File: src/rtl/beam_trigger_scaler_pkg.sv
`default_nettype none
// ------------------------------------------------------------------
// beam_trigger_scaler_pkg : shared types and helpers for the beam scaler
// Revision: 1.0
// ------------------------------------------------------------------
package beam_trigger_scaler_pkg;

  localparam int SCAL_BITS_DEFAULT = 24;
  localparam int COUNT_FIELD_BITS  = 24;

  typedef struct packed {
    logic [7:0]  seq;
    logic [23:0] count;
  } scal_word_t;

  // Counts stick at the ceiling instead of wrapping back to zero.
  function automatic logic [23:0] sat_inc(input logic [23:0] value,
                                          input logic [23:0] max_value);
    return (value >= max_value) ? value : value + 24'd1;
  endfunction

endpackage
`default_nettype wire

File: src/rtl/beam_trigger_scaler_if.sv
`default_nettype none
// ------------------------------------------------------------------
// beam_trigger_scaler_if : readout bus between scaler and threshold loop
// Revision: 1.0
// ------------------------------------------------------------------
interface beam_trigger_scaler_if;
  import beam_trigger_scaler_pkg::*;

  logic [5:0] beam_idx;
  scal_word_t scal_dat;
  logic       count_done;

  modport master (output beam_idx, input scal_dat, input count_done);
  modport slave  (input beam_idx, output scal_dat, output count_done);

endinterface
`default_nettype wire

File: src/rtl/beam_trigger_scaler_holdoff_counter.sv
`default_nettype none
// ------------------------------------------------------------------
// beam_holdoff_counter : per-beam holdoff down-counter and saturating live count
// Revision: 1.0
// ------------------------------------------------------------------
module beam_holdoff_counter
  import beam_trigger_scaler_pkg::*;
#(
  parameter int HOLDOFF_CLOCKS = 16,
  parameter int SCAL_BITS      = SCAL_BITS_DEFAULT
) (
  input  wire                  clk,
  input  wire                  rst,
  input  wire                  clear,
  input  wire                  latch,
  input  wire                  trigger,
  output logic [SCAL_BITS-1:0] count
);

  localparam int                  HW             = $clog2(HOLDOFF_CLOCKS + 1);
  localparam logic [HW-1:0]        C_HOLDOFF_LOAD = HW'(HOLDOFF_CLOCKS);
  localparam logic [SCAL_BITS-1:0] C_COUNT_MAX    = '1;

  logic [HW-1:0]        r_holdoff;
  logic [SCAL_BITS-1:0] r_count;
  logic [SCAL_BITS-1:0] w_count;
  logic                 w_hit;

  // count is the live value including this cycle's hit, so the latch sees it.
  always_comb begin
    w_hit   = trigger && (r_holdoff == '0);
    w_count = r_count;
    if (w_hit) begin
      w_count = SCAL_BITS'(sat_inc(24'(r_count), 24'(C_COUNT_MAX)));
    end
  end

  always_ff @(posedge clk) begin
    if (rst || clear) begin
      r_holdoff <= '0;
      r_count   <= '0;
    end else begin
      if (r_holdoff != '0) begin
        r_holdoff <= r_holdoff - HW'(1);
      end else if (trigger) begin
        r_holdoff <= C_HOLDOFF_LOAD;
      end
      r_count <= latch ? '0 : w_count;
    end
  end

  assign count = w_count;

endmodule
`default_nettype wire

File: src/rtl/beam_trigger_scaler.sv
`default_nettype none
// ------------------------------------------------------------------
// beam_trigger_scaler : gated per-beam trigger rate scaler with latched readout
// Revision: 1.0
// ------------------------------------------------------------------
module beam_trigger_scaler
  import beam_trigger_scaler_pkg::*;
#(
  parameter int          NBEAMS         = 2,
  parameter logic [47:0] TRIGGER_CLOCKS = 48'd375000000,
  parameter int          HOLDOFF_CLOCKS = 16,
  parameter int          SCAL_BITS      = SCAL_BITS_DEFAULT
) (
  input  wire                 ifclk,
  input  wire                 ifclk_rst_i,
  input  wire                 enable_i,
  input  wire  [NBEAMS-1:0]   trigger_i,
  beam_trigger_scaler_if.slave rd
);

  localparam logic [47:0] C_GATE_LAST = TRIGGER_CLOCKS - 48'd1;
  localparam int          IW          = (NBEAMS > 1) ? $clog2(NBEAMS) : 1;

  logic                 r_run;
  logic [47:0]          r_gate_cnt;
  logic                 w_terminal;
  logic [7:0]           r_seq;
  logic [7:0]           w_seq_next;
  logic                 r_done;
  scal_word_t           r_scal;
  scal_word_t           w_scal;
  logic [SCAL_BITS-1:0] w_live       [NBEAMS];
  logic [SCAL_BITS-1:0] r_latch      [NBEAMS];
  logic [SCAL_BITS-1:0] w_latch_next [NBEAMS];

  // r_run delays the first gate cycle by one clock after enable is seen high.
  assign w_terminal = r_run && enable_i && (r_gate_cnt == C_GATE_LAST);
  assign w_seq_next = w_terminal ? r_seq + 8'd1 : r_seq;

  generate
    for (genvar b = 0; b < NBEAMS; b++) begin : g_beam
      beam_holdoff_counter #(
        .HOLDOFF_CLOCKS (HOLDOFF_CLOCKS),
        .SCAL_BITS      (SCAL_BITS)
      ) u_counter (
        .clk     (ifclk),
        .rst     (ifclk_rst_i),
        .clear   (!enable_i),
        .latch   (w_terminal),
        .trigger (trigger_i[b] && r_run),
        .count   (w_live[b])
      );
    end
  endgenerate

  always_comb begin
    w_latch_next = r_latch;
    if (w_terminal) begin
      for (int b = 0; b < NBEAMS; b++) begin
        w_latch_next[b] = w_live[b];
      end
    end
  end

  // Readout looks at next-state data so a read in the done cycle is already new.
  always_comb begin
    w_scal.seq   = w_seq_next;
    w_scal.count = '0;
    if (int'(rd.beam_idx) < NBEAMS) begin
      w_scal.count = COUNT_FIELD_BITS'(w_latch_next[rd.beam_idx[IW-1:0]]);
    end
  end

  always_ff @(posedge ifclk) begin
    if (ifclk_rst_i) begin
      r_run      <= 1'b0;
      r_gate_cnt <= '0;
      r_seq      <= '0;
      r_done     <= 1'b0;
      r_scal     <= '0;
      for (int b = 0; b < NBEAMS; b++) begin
        r_latch[b] <= '0;
      end
    end else begin
      r_done  <= w_terminal;
      r_seq   <= w_seq_next;
      r_scal  <= w_scal;
      r_latch <= w_latch_next;
      if (!enable_i) begin
        r_run      <= 1'b0;
        r_gate_cnt <= '0;
      end else if (!r_run) begin
        r_run <= 1'b1;
      end else if (w_terminal) begin
        r_gate_cnt <= '0;
      end else begin
        r_gate_cnt <= r_gate_cnt + 48'd1;
      end
    end
  end

  assign rd.scal_dat   = r_scal;
  assign rd.count_done = r_done;

endmodule
`default_nettype wire

File: src/flat_wrapper.sv
// flat-port wrapper written by rule: the top's interface ports become plain ports
module beam_trigger_scaler_flat import beam_trigger_scaler_pkg::*;
#(
  parameter int          NBEAMS         = 2,
  parameter logic [47:0] TRIGGER_CLOCKS = 48'd375000000,
  parameter int          HOLDOFF_CLOCKS = 16,
  parameter int          SCAL_BITS      = SCAL_BITS_DEFAULT
)
  (ifclk, ifclk_rst_i, enable_i, trigger_i, rd_beam_idx, rd_scal_dat, rd_count_done);
  beam_trigger_scaler_if rd_i ();
  input  wire ifclk;
  input  wire ifclk_rst_i;
  input  wire enable_i;
  input  wire  [NBEAMS-1:0] trigger_i;
  input wire logic [$bits(rd_i.beam_idx)-1:0] rd_beam_idx;
  output wire logic [$bits(rd_i.scal_dat)-1:0] rd_scal_dat;
  output wire logic [$bits(rd_i.count_done)-1:0] rd_count_done;
  assign rd_i.beam_idx = rd_beam_idx;
  assign rd_scal_dat = rd_i.scal_dat;
  assign rd_count_done = rd_i.count_done;
  beam_trigger_scaler #(.NBEAMS(NBEAMS), .TRIGGER_CLOCKS(TRIGGER_CLOCKS), .HOLDOFF_CLOCKS(HOLDOFF_CLOCKS), .SCAL_BITS(SCAL_BITS)) u_core (.ifclk(ifclk), .ifclk_rst_i(ifclk_rst_i), .enable_i(enable_i), .trigger_i(trigger_i), .rd(rd_i));
endmodule
File: config.mk
export PLATFORM = sky130hd
export DESIGN_NAME = beam_trigger_scaler_flat
export DESIGN_NICKNAME = d
export VERILOG_FILES = /design/src/rtl/beam_trigger_scaler_pkg.sv /design/src/rtl/beam_trigger_scaler_if.sv /design/src/rtl/beam_trigger_scaler_holdoff_counter.sv /design/src/rtl/beam_trigger_scaler.sv /design/src/flat_wrapper.sv
export SDC_FILE = /design/constraint.sdc
export NUM_CORES = 1
export LEC_CHECK = 0
export ABC_AREA = 1
export ABC_CLOCK_PERIOD_IN_PS = 2600
export CORE_MARGIN = 10
export CORE_UTILIZATION = 58
export CTS_CLUSTER_SIZE = 16
export DETAILED_ROUTE_END_ITERATION = 8
export HOLD_SLACK_MARGIN = 0.02
export PLACE_DENSITY = 0.86
export SKIP_CTS_REPAIR_TIMING = 1
export SYNTH_ARGS = -nofsm -noshare
export SYNTH_HDL_FRONTEND = slang
export SYNTH_SLANG_ARGS = --single-unit
export TNS_END_PERCENT = 20
File: constraint.sdc
create_clock -name ifclk -period 2.6 [get_ports ifclk]
set_input_delay 0.26 -clock ifclk [delete_from_list [all_inputs] [get_ports ifclk]]
set_output_delay 0.26 -clock ifclk [all_outputs]
set_load 0.03 [all_outputs]
---- Yosys cells after proc, flatten, opt, wreduce, memory -nomap -nowiden ----
Cells that the tools add are included.
operators by class
  bitwise gates (word level) .............. 3
  reductions and logical operators ........ 17
  order comparisons ....................... 4
  multiplexer cells ....................... 15
  $add $sub $neg .......................... 6
  equal/unequal tests ..................... 1
operators by type and width
  operator                                                               count
  24-bit 2-to-1 mux                                                      7
  48-bit 2-to-1 mux                                                      2
  24-bit by 1-bit adder with 24-bit output (second input constant)       2
  48-bit by 1-bit adder with 48-bit output (second input constant)       1
  48-bit by 29-bit == test with 1-bit output (second input constant)     1
  24-bit greater-or-equal comparator (second input constant)             2
  5-bit 2-to-1 mux                                                       4
  5-bit logical NOT                                                      2
  5-bit nonzero test                                                     2
  5-bit by 1-bit subtractor with 5-bit output (second input constant)    2
  8-bit by 1-bit adder with 8-bit output (second input constant)         1
  8-bit 2-to-1 mux                                                       1
  1-bit logical AND                                                      6
  6-bit by 2-bit < comparator with 1-bit output (second input constant)  1
  2-bit OR reduction                                                     3
  2-bit nonzero test                                                     2
  2-bit greater-or-equal comparator (second input constant)              1
  1-bit inverter                                                         2
  1-bit inverter with 2-bit output                                       1
  1-bit logical NOT                                                      1
  1-bit logical OR                                                       1
  1-bit 2-to-1 mux                                                       1
storage, ports and cells
  logic and storage cells ................. 57
  bits of input ports ..................... 11
  output and inout bits ................... 33
  bits in registers ....................... 188

---- Longest topological paths before layout ----
Gate-level depths: netlist of the first run.
  depth after elaboration ................. 7
  depth in mapped cells ................... 14
  mapped depth without buffers ............ 14

---- By module ----
A second synthesis of the first run with hierarchy kept.
unflattened totals
  cells, all modules ...................... 1509
  area, all modules ....................... 10053.4 um^2
modules (own cells, without submodules)
  module                sequential area each (um^2)  cells an instance  times used  area each (um^2)
  beam_trigger_scaler   2602.5                       939                1           6362.4
  beam_holdoff_counter  580.6                        285                2           1845.5

---- Least setup slack after synthesis of the first run ----
No wires, ideal clock.
  path kind ............................... register to register
  start point ............................. register u_core.g_beam[0].u_counter.r_count[0]
  end point ............................... register u_core.r_latch[24] in the netlist's numbering
  data arrival time ....................... 1.629 ns
  stages on the path, launching flop included .. 11
  period minus slack after synthesis ...... 1.744 ns
  path slack .............................. 0.856 ns
  setup time .............................. 0.115 ns
  path buffers ............................ 0
  data required time ...................... 2.485 ns
  cells stage by stage .................... dfxtp_1 ha_1 inv_1 nor2_2 nand2_1 nor2_1 nand2_2 nand2_1 xor2_1 a21oi_1 and2_1
between the ends
  longest elaborated chain between the ends .. 4
  elaborated cells between the ends (all ways) .. 5
  those cells by class .................... add/sub (1); order compare (1); mux (3)
ends and longest elaborated chain
  item                                                                                            line                                       text
  start, declared                                                                                 beam_trigger_scaler_holdoff_counter.sv:25  logic [SCAL_BITS-1:0] r_count;
  start signal, assigned                                                                          beam_trigger_scaler_holdoff_counter.sv:48  r_count <= latch ? '0 : w_count;
  24-bit by 1-bit adder with 24-bit output or 24-bit greater-or-equal comparator (tied branches)  beam_trigger_scaler_pkg.sv:19              return (value >= max_value) ? value : value + 24'd1;
  24-bit 2-to-1 mux                                                                               beam_trigger_scaler_pkg.sv:19
  24-bit 2-to-1 mux (*)                                                                           beam_trigger_scaler_holdoff_counter.sv:33  if (w_hit) begin
  48-bit 2-to-1 mux (*)                                                                           beam_trigger_scaler.sv:58                  if (w_terminal) begin
  end signal, assigned                                                                            beam_trigger_scaler.sv:88                  r_latch <= w_latch_next;
  end, declared                                                                                   beam_trigger_scaler.sv:33                  logic [SCAL_BITS-1:0] r_latch [NBEAMS];
Every way passes the cells marked *; elsewhere a longest branch is shown, timed or not.
A chain may end at the register's enable or synchronous reset.

---- Final worst setup path of the first run ----
  start point ............................. register u_core.g_beam[0].u_counter.r_count[0]
  end point ............................... register u_core.r_scal (netlist bit u_core.rd.scal_dat[7])
between the ends
  longest elaborated chain between the ends .. 7
  elaborated cells between the ends (all ways) .. 8
  those cells by class .................... add/sub (1); order compare (1); mux (6)
ends and longest elaborated chain
  item                                                                                            line                                       text
  24-bit by 1-bit adder with 24-bit output or 24-bit greater-or-equal comparator (tied branches)  beam_trigger_scaler_pkg.sv:19
  24-bit 2-to-1 mux (*)                                                                           beam_trigger_scaler_pkg.sv:19
  24-bit 2-to-1 mux (*)                                                                           beam_trigger_scaler_holdoff_counter.sv:33
  48-bit 2-to-1 mux (*)                                                                           beam_trigger_scaler.sv:58
  24-bit 2-to-1 mux (not written as such) (*) (3 in series)                                       beam_trigger_scaler.sv:70                  w_scal.count = COUNT_FIELD_BITS'(w_latch_next[rd.beam_idx[IW-1:0]]);
  end signal, assigned                                                                            beam_trigger_scaler.sv:87                  r_scal <= w_scal;
  end, declared                                                                                   beam_trigger_scaler.sv:30                  scal_word_t r_scal;
Every way passes the cells marked *; elsewhere a longest branch is shown, timed or not. The select of a mux whose other input is x is not followed.

==> results of run 1 <==
-- cells in the final DEF (no fill, tap or decap), drive strengths merged --
cell	Yosys	routed
nand2	386	386
nor2	231	231
dfxtp	188	188
inv	174	182
nand3	153	153
a21oi	104	104
nor3	53	53
nand4	48	48
clkdlybuf4s50	0	42
o21ai	39	39
buf	26	18
clkbuf	13	17
xor2	16	16
or2	14	14
xnor2	9	9
ha	8	8
nor4	7	7
a211oi	7	7
and2	5	5
nor3b	4	4
and3	4	4
clkinv	0	4
o21bai	3	3
bufinv	0	3
a2bb2oi	2	2
nand3b	2	2
a221oi	1	1
or4	1	1
a31oi	1	1
-- state kept, by name, summed over array words and instances (netlist names) --
| name | flops |
|---|---|
| u_core.rd.scal_dat | 24 |
| u_core.r_latch | 48 |
| u_core.g_beam.u_counter.r_count | 48 |
| u_core.rd.count_done | 1 |
| u_core.r_run | 1 |
| u_core.g_beam.u_counter.r_holdoff | 10 |
| u_core.r_seq | 8 |
| u_core.r_gate_cnt | 48 |
-- power breakdown --
part / total, W / switching (W) / internal, W
sequential: 0.00299 / 0.0000471 / 0.00295
clock: 0.00284 / 0.00127 / 0.00157
combinational: 0.000721 / 0.000474 / 0.000247
-- layout make-up --
class / instances / area, sq um
Multi-Input combinational cell: 1098 / 5140
Clock buffer: 17 / 425
Inverter: 174 / 653
Timing Repair Buffer: 60 / 591
Fill cell: 1401 / 5450
Tap cell: 220 / 275
Sequential cell: 188 / 3760
Clock inverter: 15 / 223
-- cells by family after synthesis --
| group | Yosys count | share of synthesized area, % |
|---|---|---|
| flops | 188 | 38.6 |
| compound gates | 157 | 8.44 |
| buf+inv | 213 | 8.80 |
| fa+ha+maj | 8 | 1.03 |
| simple gates | 908 | 40.9 |
| xor+xnor | 25 | 2.24 |
-- layer usage --
layer  track usage [%]  vias up
li1                  -     4943
met3              4.41       45
met2              38.0      481
met5                 0        -
met4              7.48        0
met1              32.7     4590
-- path summary, 6_finish.rpt --
| check | start | endpoint | slack (ps) | depth (start not counted) |
|---|---|---|---|---|
| max | u_core.g_beam[0].u_counter.r_count[0] | u_core.rd.scal_dat[7] | 230 | 12 |
| min | ifclk_rst_i | u_core.r_run | 280 | 3 |
| max reg2reg | u_core.g_beam[0].u_counter.r_count[0] | u_core.rd.scal_dat[7] | 230 | 12 |
| min reg2reg | u_core.g_beam[1].u_counter.r_holdoff[3] | u_core.g_beam[1].u_counter.r_holdoff[3] | 450 | 1 |
-- worst max-delay path, delay by kind of cell, from the launching register on --
kind	cells	cell delay, ps
AO/OA/AOI/OAI	1	190
AND/OR/NAND/NOR	9	1410
buffers and inverters	1	80
flip-flops	1	380
adder cells (fa/ha/maj)	1	220
-- metrics by stage --
stage | setup slack [ps] | instances | utilization [%] | total power [W]
finish | 235 | 1772 | 67.0 | 0.00656
detailed placement | 124 | 1740 | 63.1 | 0.00378
floorplan | 856 | 1499 | - | 0.00360
CTS | 307 | 1772 | 67.0 | 0.00658
global placement | 310 | 1740 | 63.1 | 0.00375
global route | 45.9 | 1772 | 67.0 | 0.00679
==> impl_metrics.ini, run 1 <==
[timing]
fin_skew_ps = 14.5
finalSetupViolCount = 0
final.setup.tns_ps = 0
fin_crit_sh_pct = 91.0
worstMarginPinSlew_ps = 701
slew_violations = 0
rsz0062_at_grt = no
hold_viol_final = 0
worst_hold_slack_ps = 279
fmaxAchievable_ghz = 0.423
max_slew_margin_pct = 52.8
period_minus_slack_ps = 2370

[flow_run]
drv_cap = 0

[detailed_routing]
highest_layer = met4
met2_length_microns = 12300
firstDrtPassIters = 6
ant_nets = 0
dr_wl_met3_microns = 2470
finalWirelength_microns = 26900
drt-initial-drc-count = 1335
drc = 0
dr_total_vias = 10059
viasPerCell = 5.68
met1_length_microns = 11600
post_drt_wl_per_cell_microns = 15.2

[global_route]
grt_usage_pct = 24.1
grt_pass1_wl_microns = 44500
grt_max_degree = 47
grt_overflow_total = 0
grt_pass1_vias = 9233
antenna_found_initial = 0

[finish]
area_delta_synth_final_pct = 13.5
antenna_cells = 0
nets = 1558
stdcell_area_sq_um = 11100
final_layout_size_suffix_gt1_share_pct = 5.80

[placement]
routabilityCongestion = 0.957
hpwlAfterDp_microns = 19300
port_buffers = 43
placed_area_sq_um = 10400

[worst_setup_path]
worst_path_max_delay_cell = dfxtp_1
critPathKind = flop to flop
end_kind = flop
crit_chain = ha_1 > inv_1 > nor2_2 > nand2_1 > nor2_1 > nand2_2 > nand2_1 > nor2_1 > nand2_1 > nand3_1 > a21oi_1 > nor2_1
cp.arrival_ps = 2710
slowest_delay_ps = 380
required_ps = 2940
path_max_fanout = 12
critPathLaunchType = flop

[cts]
cts_max_path_buffers = 2
cts.sinks = 188
cts_made_buffers = 17
worstSkewPairLatency_ps = 450
cts_root_buf = clkbuf_16
clk_pin_slew_ps = 80
cts_tree = yes
cts_htree_levels = 4

[floorplan]
initial_utilization_pct = 59.1
die_x_microns = 150
dieArea_sq_um = 22400
rows = 47
pin_count = 44
core_sq_um = 16500
die_height_microns = 150

[yosys]
syn_nets = 1518
synth-edff-count = 0
yosys.area.top_type_share_pct = 38.6
synth_seq_area_share_pct = 38.6
synth_warnings = 0
syn_area_per_cell_sq_um = 6.51
synth_most_common_cell = nand2_1
syn_inst = 1499
synth_cell_types = 40
yosys.area.top_type = dfxtp_1
syn-cell-area_sq_um = 9760
ys_ff_latch = 188
synth_common_cells = nand2_1, nor2_1, dfxtp_1, inv_1, nand3_1
synth_top_cells_by_area = dfxtp_1, nand2_1, nor2_1, nand3_1, inv_1
ys.flop_type = dfxtp_1
async_reset_ff_share_pct = 0

[run_status]
outcome = complete, no violations

[power_and_ir_drop]
ir_worst_vdd_mv = 0.559
pwr_density_cell_nw_per_um2 = 592
p_leak_nw = 4.06

[worst_hold_path]
hold_path.class = input port to flop
Note: power is estimated with default switching activity, not from simulation.
==> run 2: changes to the inputs <==
--- a/config.mk
+++ b/config.mk
@@ -5,14 +5,15 @@
 export SDC_FILE = /design/constraint.sdc
 export NUM_CORES = 1
 export LEC_CHECK = 0
-export ABC_AREA = 1
-export ABC_CLOCK_PERIOD_IN_PS = 2600
+export ABC_AREA = 0
+export ABC_CLOCK_PERIOD_IN_PS = 2300
 export CORE_MARGIN = 10
 export CORE_UTILIZATION = 58
 export CTS_CLUSTER_SIZE = 16
 export DETAILED_ROUTE_END_ITERATION = 8
 export HOLD_SLACK_MARGIN = 0.02
-export PLACE_DENSITY = 0.86
+export PLACE_DENSITY = 0.87
+export RECOVER_POWER = 50
 export SKIP_CTS_REPAIR_TIMING = 1
 export SYNTH_ARGS = -nofsm -noshare
 export SYNTH_HDL_FRONTEND = slang
==> constraint.sdc (replaced) <==
create_clock -name ifclk -period 2.3 [get_ports ifclk]
set_input_delay 0.23 -clock ifclk [delete_from_list [all_inputs] [get_ports ifclk]]
set_output_delay 0.23 -clock ifclk [all_outputs]
set_load 0.03 [all_outputs]
==> run 2 against run 1 <==
The run now ends with design-rule violations, negative setup slack left; final cell count shrank 23%; critical path type unchanged; global-route usage shrank 0.29 points; count of clock-buffer cells in the layout stayed put; utilization increased by 17 points; critical path depth shrank 4; synthesized cell count fell by 36%; sequential power grew 14%; non-clock buffer count rose by 170; largest cell class unchanged.
==> impl_metrics.ini, run 2 <==
[global_route]
grt_max_degree = 58
grt_pass1_vias = 7929
grt_pass1_wl_microns = 38700
grt_usage_pct = 23.8
grt_overflow_total = 0
antenna_found_initial = 2

[finish]
top_regs = u_core.g_beam.u_counter.r_count: 48 flops, u_core.r_gate_cnt: 48 flops, u_core.r_latch: 48 flops
nets = 1184
final_layout_size_suffix_gt1_share_pct = 29.9
layout_common_cells = dfxtp_1, nor2_1, buf_4
fillCellCount = 605
final_common_cell = dfxtp_1
area_delta_synth_final_pct = 41.5

[worst_setup_path]
path_max_fanout = 9
worst_path_max_delay_cell = nor4_4
end_kind = flop
required_ps = 2620
cp_common_cell = buf_4
cp.arrival_ps = 3090
critPathLaunch = u_core.r_run
critPathLaunchType = flop
reg2reg_from = u_core.r_run
critPathKind = flop to flop
crit_chain = buf_4 > nand4_1 > nor4_4 > buf_4 > o211ai_1 > xor2_1 > a21o_1 > o22ai_1
slowest_delay_ps = 560

[timing]
finalSetupViolCount = 176
max_slew_margin_pct = 39.6
period_minus_slack_ps = 2770
slew_violations = 0
fmaxAchievable_ghz = 0.361
final.setup.tns_ps = -29700
fin_crit_sh_pct = 121
rsz0062_at_grt = yes
worstMarginPinSlew_ps = 899
hold_viol_final = 0
layout_setup_ws_ps = -472
fin_skew_ps = 16.5

[floorplan]
rows = 43
die_height_microns = 140
die_x_microns = 140
dieArea_sq_um = 19500
core_sq_um = 13900
pin_count = 44
initial_utilization_pct = 59.6

[yosys]
ys_ff_latch = 188
synth_top_cells_by_area = dfxtp_1, nor2_1, xor2_1, xnor2_1, nand2_1
synth_cell_types = 63
ys.flop_type = dfxtp_1
synth_warnings = 0
synth_seq_area_share_pct = 45.3
yosys.area.top_type = dfxtp_1
syn_inst = 957
syn_nets = 976
yosys.area.top_type_share_pct = 45.3
synth-edff-count = 0
async_reset_ff_share_pct = 0
syn_area_per_cell_sq_um = 8.67
syn-cell-area_sq_um = 8300
synth_most_common_cell = dfxtp_1
synth_common_cells = dfxtp_1, nor2_1, nand2_1, xor2_1, nand3_1

[cts]
cts_htree_levels = 4
clk_pin_slew_ps = 80
cts.sinks = 188
cts_made_buffers = 17
cts_max_path_buffers = 2
cts_root_buf = clkbuf_16
cts_tree = yes
worstSkewPairLatency_ps = 470

[detailed_routing]
ant_nets = 0
met1_length_microns = 11900
drt-initial-drc-count = 1552
post_drt_wl_per_cell_microns = 27.2
met2_length_microns = 16000
highest_layer = met5
dr_total_vias = 9704
dr_wl_met3_microns = 5160
drc = 1
finalWirelength_microns = 36900
firstDrtPassIters = 9
viasPerCell = 7.14

[worst_hold_path]
hp-start = ifclk_rst_i
hold_path.class = input port to flop

[power_and_ir_drop]
switchingPower_w = 0.00253
pwr-share-comb_pct = 21.6
p_leak_nw = 4.30
p_sw_share_pct = 30.5
pwr_density_cell_nw_per_um2 = 707
intPower_w = 0.00577
clockPowerShare_pct = 37.4
power_w = 0.00830
ir_worst_vdd_mv = 0.674
seqPwrFrac_pct = 41.0

[placement]
dpl_worst_slack_ps = -470
hpwlAfterDp_microns = 16100
routabilityCongestion = 0.976
port_buffers = 43

[run_status]
violations = design-rule violations, negative setup slack
outcome = finished, violations left

[flow_run]
drv_cap = 0
## run 2: cell count changes after synthesis, sizes merged, moves of 28 or more
cell and delta:
nand3 -116, nand2 -319, nor2 -57, xor2 +28
a21oi -76, inv -157
## run 2: routing by layer
layer	global-route usage, %	up-vias
li1	-	3797
met1	27.4	4420
met2	39.5	1032
met3	7.25	453
met4	11.1	2
met5	0	-
## run 2: critical path: cells and delay by family, from the launching register on
| kind | cells | cell delay [ps] |
|---|---|---|
| flops | 1 | 510 |
| xor+xnor | 1 | 270 |
| compound gates | 3 | 560 |
| buf+inv | 2 | 500 |
| simple gates | 2 | 790 |
## run 2: path summary, 6_finish.rpt
check                                         endpoint  slack [ps]  cells past startpoint
worst max-delay path            u_core.rd.scal_dat[17]        -470                      8
worst min-delay path             u_core.rd.scal_dat[8]         200                      4
worst min register to register       u_core.r_latch[9]         490                      2
worst max register to register  u_core.rd.scal_dat[17]        -470                      8
## run 2: layout make-up
class | instances | area, sq um | area share (%)
multi-input combinational | 711 | 5010 | 42.6
tap | 180 | 225 | 1.92
antenna | 1 | 2.50 | 0.0213
timing repair buffer | 230 | 2070 | 17.6
sequential | 188 | 3770 | 32.1
clock buffer | 17 | 425 | 3.62
clock inverter | 15 | 179 | 1.52
inverter | 17 | 63.8 | 0.543
## run 2: metrics by stage
stage / instance area (sq um) / hold WS, ps / utilization [%] / std cells
floorplan: 8310 / 386 / - / 957
global placement: 10000 / 434 / 72.1 / 1301
detailed placement: 10000 / 452 / 72.1 / 1301
CTS: 10600 / 163 / 76.4 / 1333
global route: 11700 / 207 / 84.3 / 1359
finish: 11700 / 197 / 84.3 / 1359
## run 2: cell families after synthesis
| logic type | Yosys count | synth area share (%) |
|---|---|---|
| multiplexers | 17 | 2.31 |
| buffers and inverters | 58 | 2.88 |
| AO/OA/AOI/OAI | 138 | 11.3 |
| XOR/XNOR | 75 | 7.91 |
| flip-flops | 188 | 45.3 |
| adder cells (fa/ha/maj) | 8 | 1.21 |
| AND/OR/NAND/NOR | 473 | 29.1 |
## run 2: power by group through the flow
stage | combinational [W] | clock [W] | sequential [W]
final | 0.00179 | 0.00311 | 0.00340
after global routing | 0.00190 | 0.00318 | 0.00341
after CTS | 0.00153 | 0.00301 | 0.00340
after detailed placement | 0.00149 | 0 | 0.00347
after global placement | 0.00145 | 0 | 0.00347
after floorplan | 0.000905 | 0 | 0.00350
==> run 3: changes to the inputs <==
--- a/config.mk
+++ b/config.mk
@@ -7,12 +7,11 @@
 export LEC_CHECK = 0
 export ABC_AREA = 0
 export ABC_CLOCK_PERIOD_IN_PS = 2300
-export CORE_MARGIN = 10
-export CORE_UTILIZATION = 58
+export CORE_UTILIZATION = 45
 export CTS_CLUSTER_SIZE = 16
 export DETAILED_ROUTE_END_ITERATION = 8
 export HOLD_SLACK_MARGIN = 0.02
-export PLACE_DENSITY = 0.87
+export PLACE_DENSITY = 0.72
 export RECOVER_POWER = 50
 export SKIP_CTS_REPAIR_TIMING = 1
 export SYNTH_ARGS = -nofsm -noshare
==> run 3 against run 2 <==
The run ends with negative setup slack left; register-to-register slack improved by 310 ps; combinational power decreased by 14%; fmax increased by 13%; cell area decreased by 1.5%; critical endpoint unchanged.
==> impl_metrics.ini, run 3 (synthesis gave the netlist of run 2 again) <==
[run_status]
outcome = finished, violations left
violations = negative setup slack

[worst_hold_path]
hold_path.class = input port to flop

[timing]
fin_crit_sh_pct = 107
rsz0062_at_grt = yes
worstMarginPinSlew_ps = 651
fin_skew_ps = 11.7
period_minus_slack_ps = 2460
layout_setup_ws_ps = -163
hold_viol_final = 0
worst_hold_slack_ps = 152
max_slew_margin_pct = 56.6
slew_violations = 0
final.setup.tns_ps = -2890
finalSetupViolCount = 49
fmaxAchievable_ghz = 0.406

[finish]
final_common_cell = dfxtp_1
area_delta_synth_final_pct = 39.4
layout_common_cells = dfxtp_1, buf_4, nor2_1
fillCellCount = 1456
final_layout_size_suffix_gt1_share_pct = 27.2
top_regs = u_core.g_beam.u_counter.r_count: 48 flops, u_core.r_gate_cnt: 48 flops, u_core.r_latch: 48 flops
nets = 1187
antenna_cells = 0
fin_util_pct = 64.2
fin_cells = 1410

[worst_setup_path]
slowest_delay_ps = 530
critPathKind = flop to flop
end_kind = flop
r2r-end = u_core.rd.scal_dat[17]
path_max_fanout = 5
reg2reg_from = u_core.g_beam[1].u_counter.r_holdoff[0]
critPathLaunch = u_core.g_beam[1].u_counter.r_holdoff[0]
cp_common_cell = buf_4
worst_path_max_delay_cell = or4b_4
endpoint = u_core.rd.scal_dat[17]
cp.arrival_ps = 2830
required_ps = 2660
rr_worst_depth = 10
crit_chain = inv_2 > ha_4 > or4b_4 > nor4_4 > buf_4 > o211ai_1 > xor2_1 > buf_4 > a21o_1 > o22ai_2
rrSetupSlack_ps = -160
critPathLaunchType = flop

[global_route]
grt_overflow_total = 0
grt_pass1_wl_microns = 34100
grt_usage_pct = 23.3
antenna_found_initial = 0
grt_max_degree = 58
grt_pass1_vias = 6923

[cts]
worstSkewPairLatency_ps = 440
cts_tree = yes
cts_made_buffers = 17
cts.sinks = 188
cts_max_path_buffers = 2
cts_htree_levels = 4
cts_root_buf = clkbuf_16
clk_pin_slew_ps = 80

[floorplan]
core_sq_um = 18000
rows = 49
dieArea_sq_um = 19000
die_x_microns = 138
pin_count = 44
initial_utilization_pct = 46.0
die_height_microns = 138

[power_and_ir_drop]
p_sw_share_pct = 27.6
intPower_w = 0.00581
pwr_density_cell_nw_per_um2 = 693
clockPowerShare_pct = 38.4
power_w = 0.00802
seqPwrFrac_pct = 42.3
switchingPower_w = 0.00222
pwr-share-comb_pct = 19.3
p_leak_nw = 4.25
ir_worst_vdd_mv = 0.631

[detailed_routing]
viasPerCell = 5.47
ant_nets = 0
drt-initial-drc-count = 387
dr_total_vias = 7713
drc = 0
finalWirelength_microns = 22600
post_drt_wl_per_cell_microns = 16.0
firstDrtPassIters = 5

[placement]
port_buffers = 43
placed_cells = 1361
routabilityCongestion = 0.904
hpwlAfterDp_microns = 15400

[flow_run]
drv_cap = 0
## run 3: metrics by stage
step           setup slack, ps  cell area, sq um
6_report                  -163             11600
5_1_grt                   -262             11600
4_1_cts                   -439             10900
3_5_place_dp              -422             10200
3_3_place_gp              -447             10200
2_1_floorplan            -32.0              8310
## run 3: final cells by class
cell class                      instances  area, sq um  share of cell area (%)
Clock inverter                         15          198                    1.71
Sequential cell                       188         3770                    32.6
Inverter                               17         63.8                   0.552
Multi-Input combinational cell        711         4770                    41.2
Timing Repair Buffer                  233         2060                    17.8
Clock buffer                           17          425                    3.68
Tap cell                              229          287                    2.48
## run 3: critical path, delay by kind of cell (launching register included)
kind            cells  cell delay, ps
fa+ha+maj           1             140
flops               1             330
buf+inv             3             450
xor+xnor            1             170
compound gates      3             420
simple gates        2             890
## run 3: worst min-delay path by stage
stage                       startpoint                    end  slack (ps)  cells past startpoint
detailed placement  u_core.r_latch[33]     u_core.r_latch[33]         450                      2
floorplan                     enable_i           u_core.r_run         390                      2
CTS                        ifclk_rst_i           u_core.r_run         130                      3
global placement    u_core.r_latch[22]     u_core.r_latch[22]         430                      2
finish                     ifclk_rst_i           u_core.r_run         150                      3
global route               ifclk_rst_i  u_core.rd.scal_dat[8]         160                      4
## run 3: power groups by stage
| stage | logic (W) | registers, W | clock network [W] |
|---|---|---|---|
| after global placement | 0.00142 | 0.00347 | 0 |
| after floorplan | 0.000905 | 0.00350 | 0 |
| final | 0.00154 | 0.00339 | 0.00308 |
| after global routing | 0.00170 | 0.00340 | 0.00328 |
| after CTS | 0.00145 | 0.00339 | 0.00313 |
| after detailed placement | 0.00144 | 0.00347 | 0 |
## run 3: metal layers
metal | routed length, microns | part of all wire [%] | vias up | global-route usage (%)
met5 | 0 | 0 | - | 0
met2 | 10600 | 47 | 216 | 36.7
met3 | 1090 | 4.8 | 39 | 4.49
li1 | - | - | 3813 | -
met4 | 457 | 2.0 | 0 | 7.07
met1 | 10400 | 46 | 3645 | 32.0
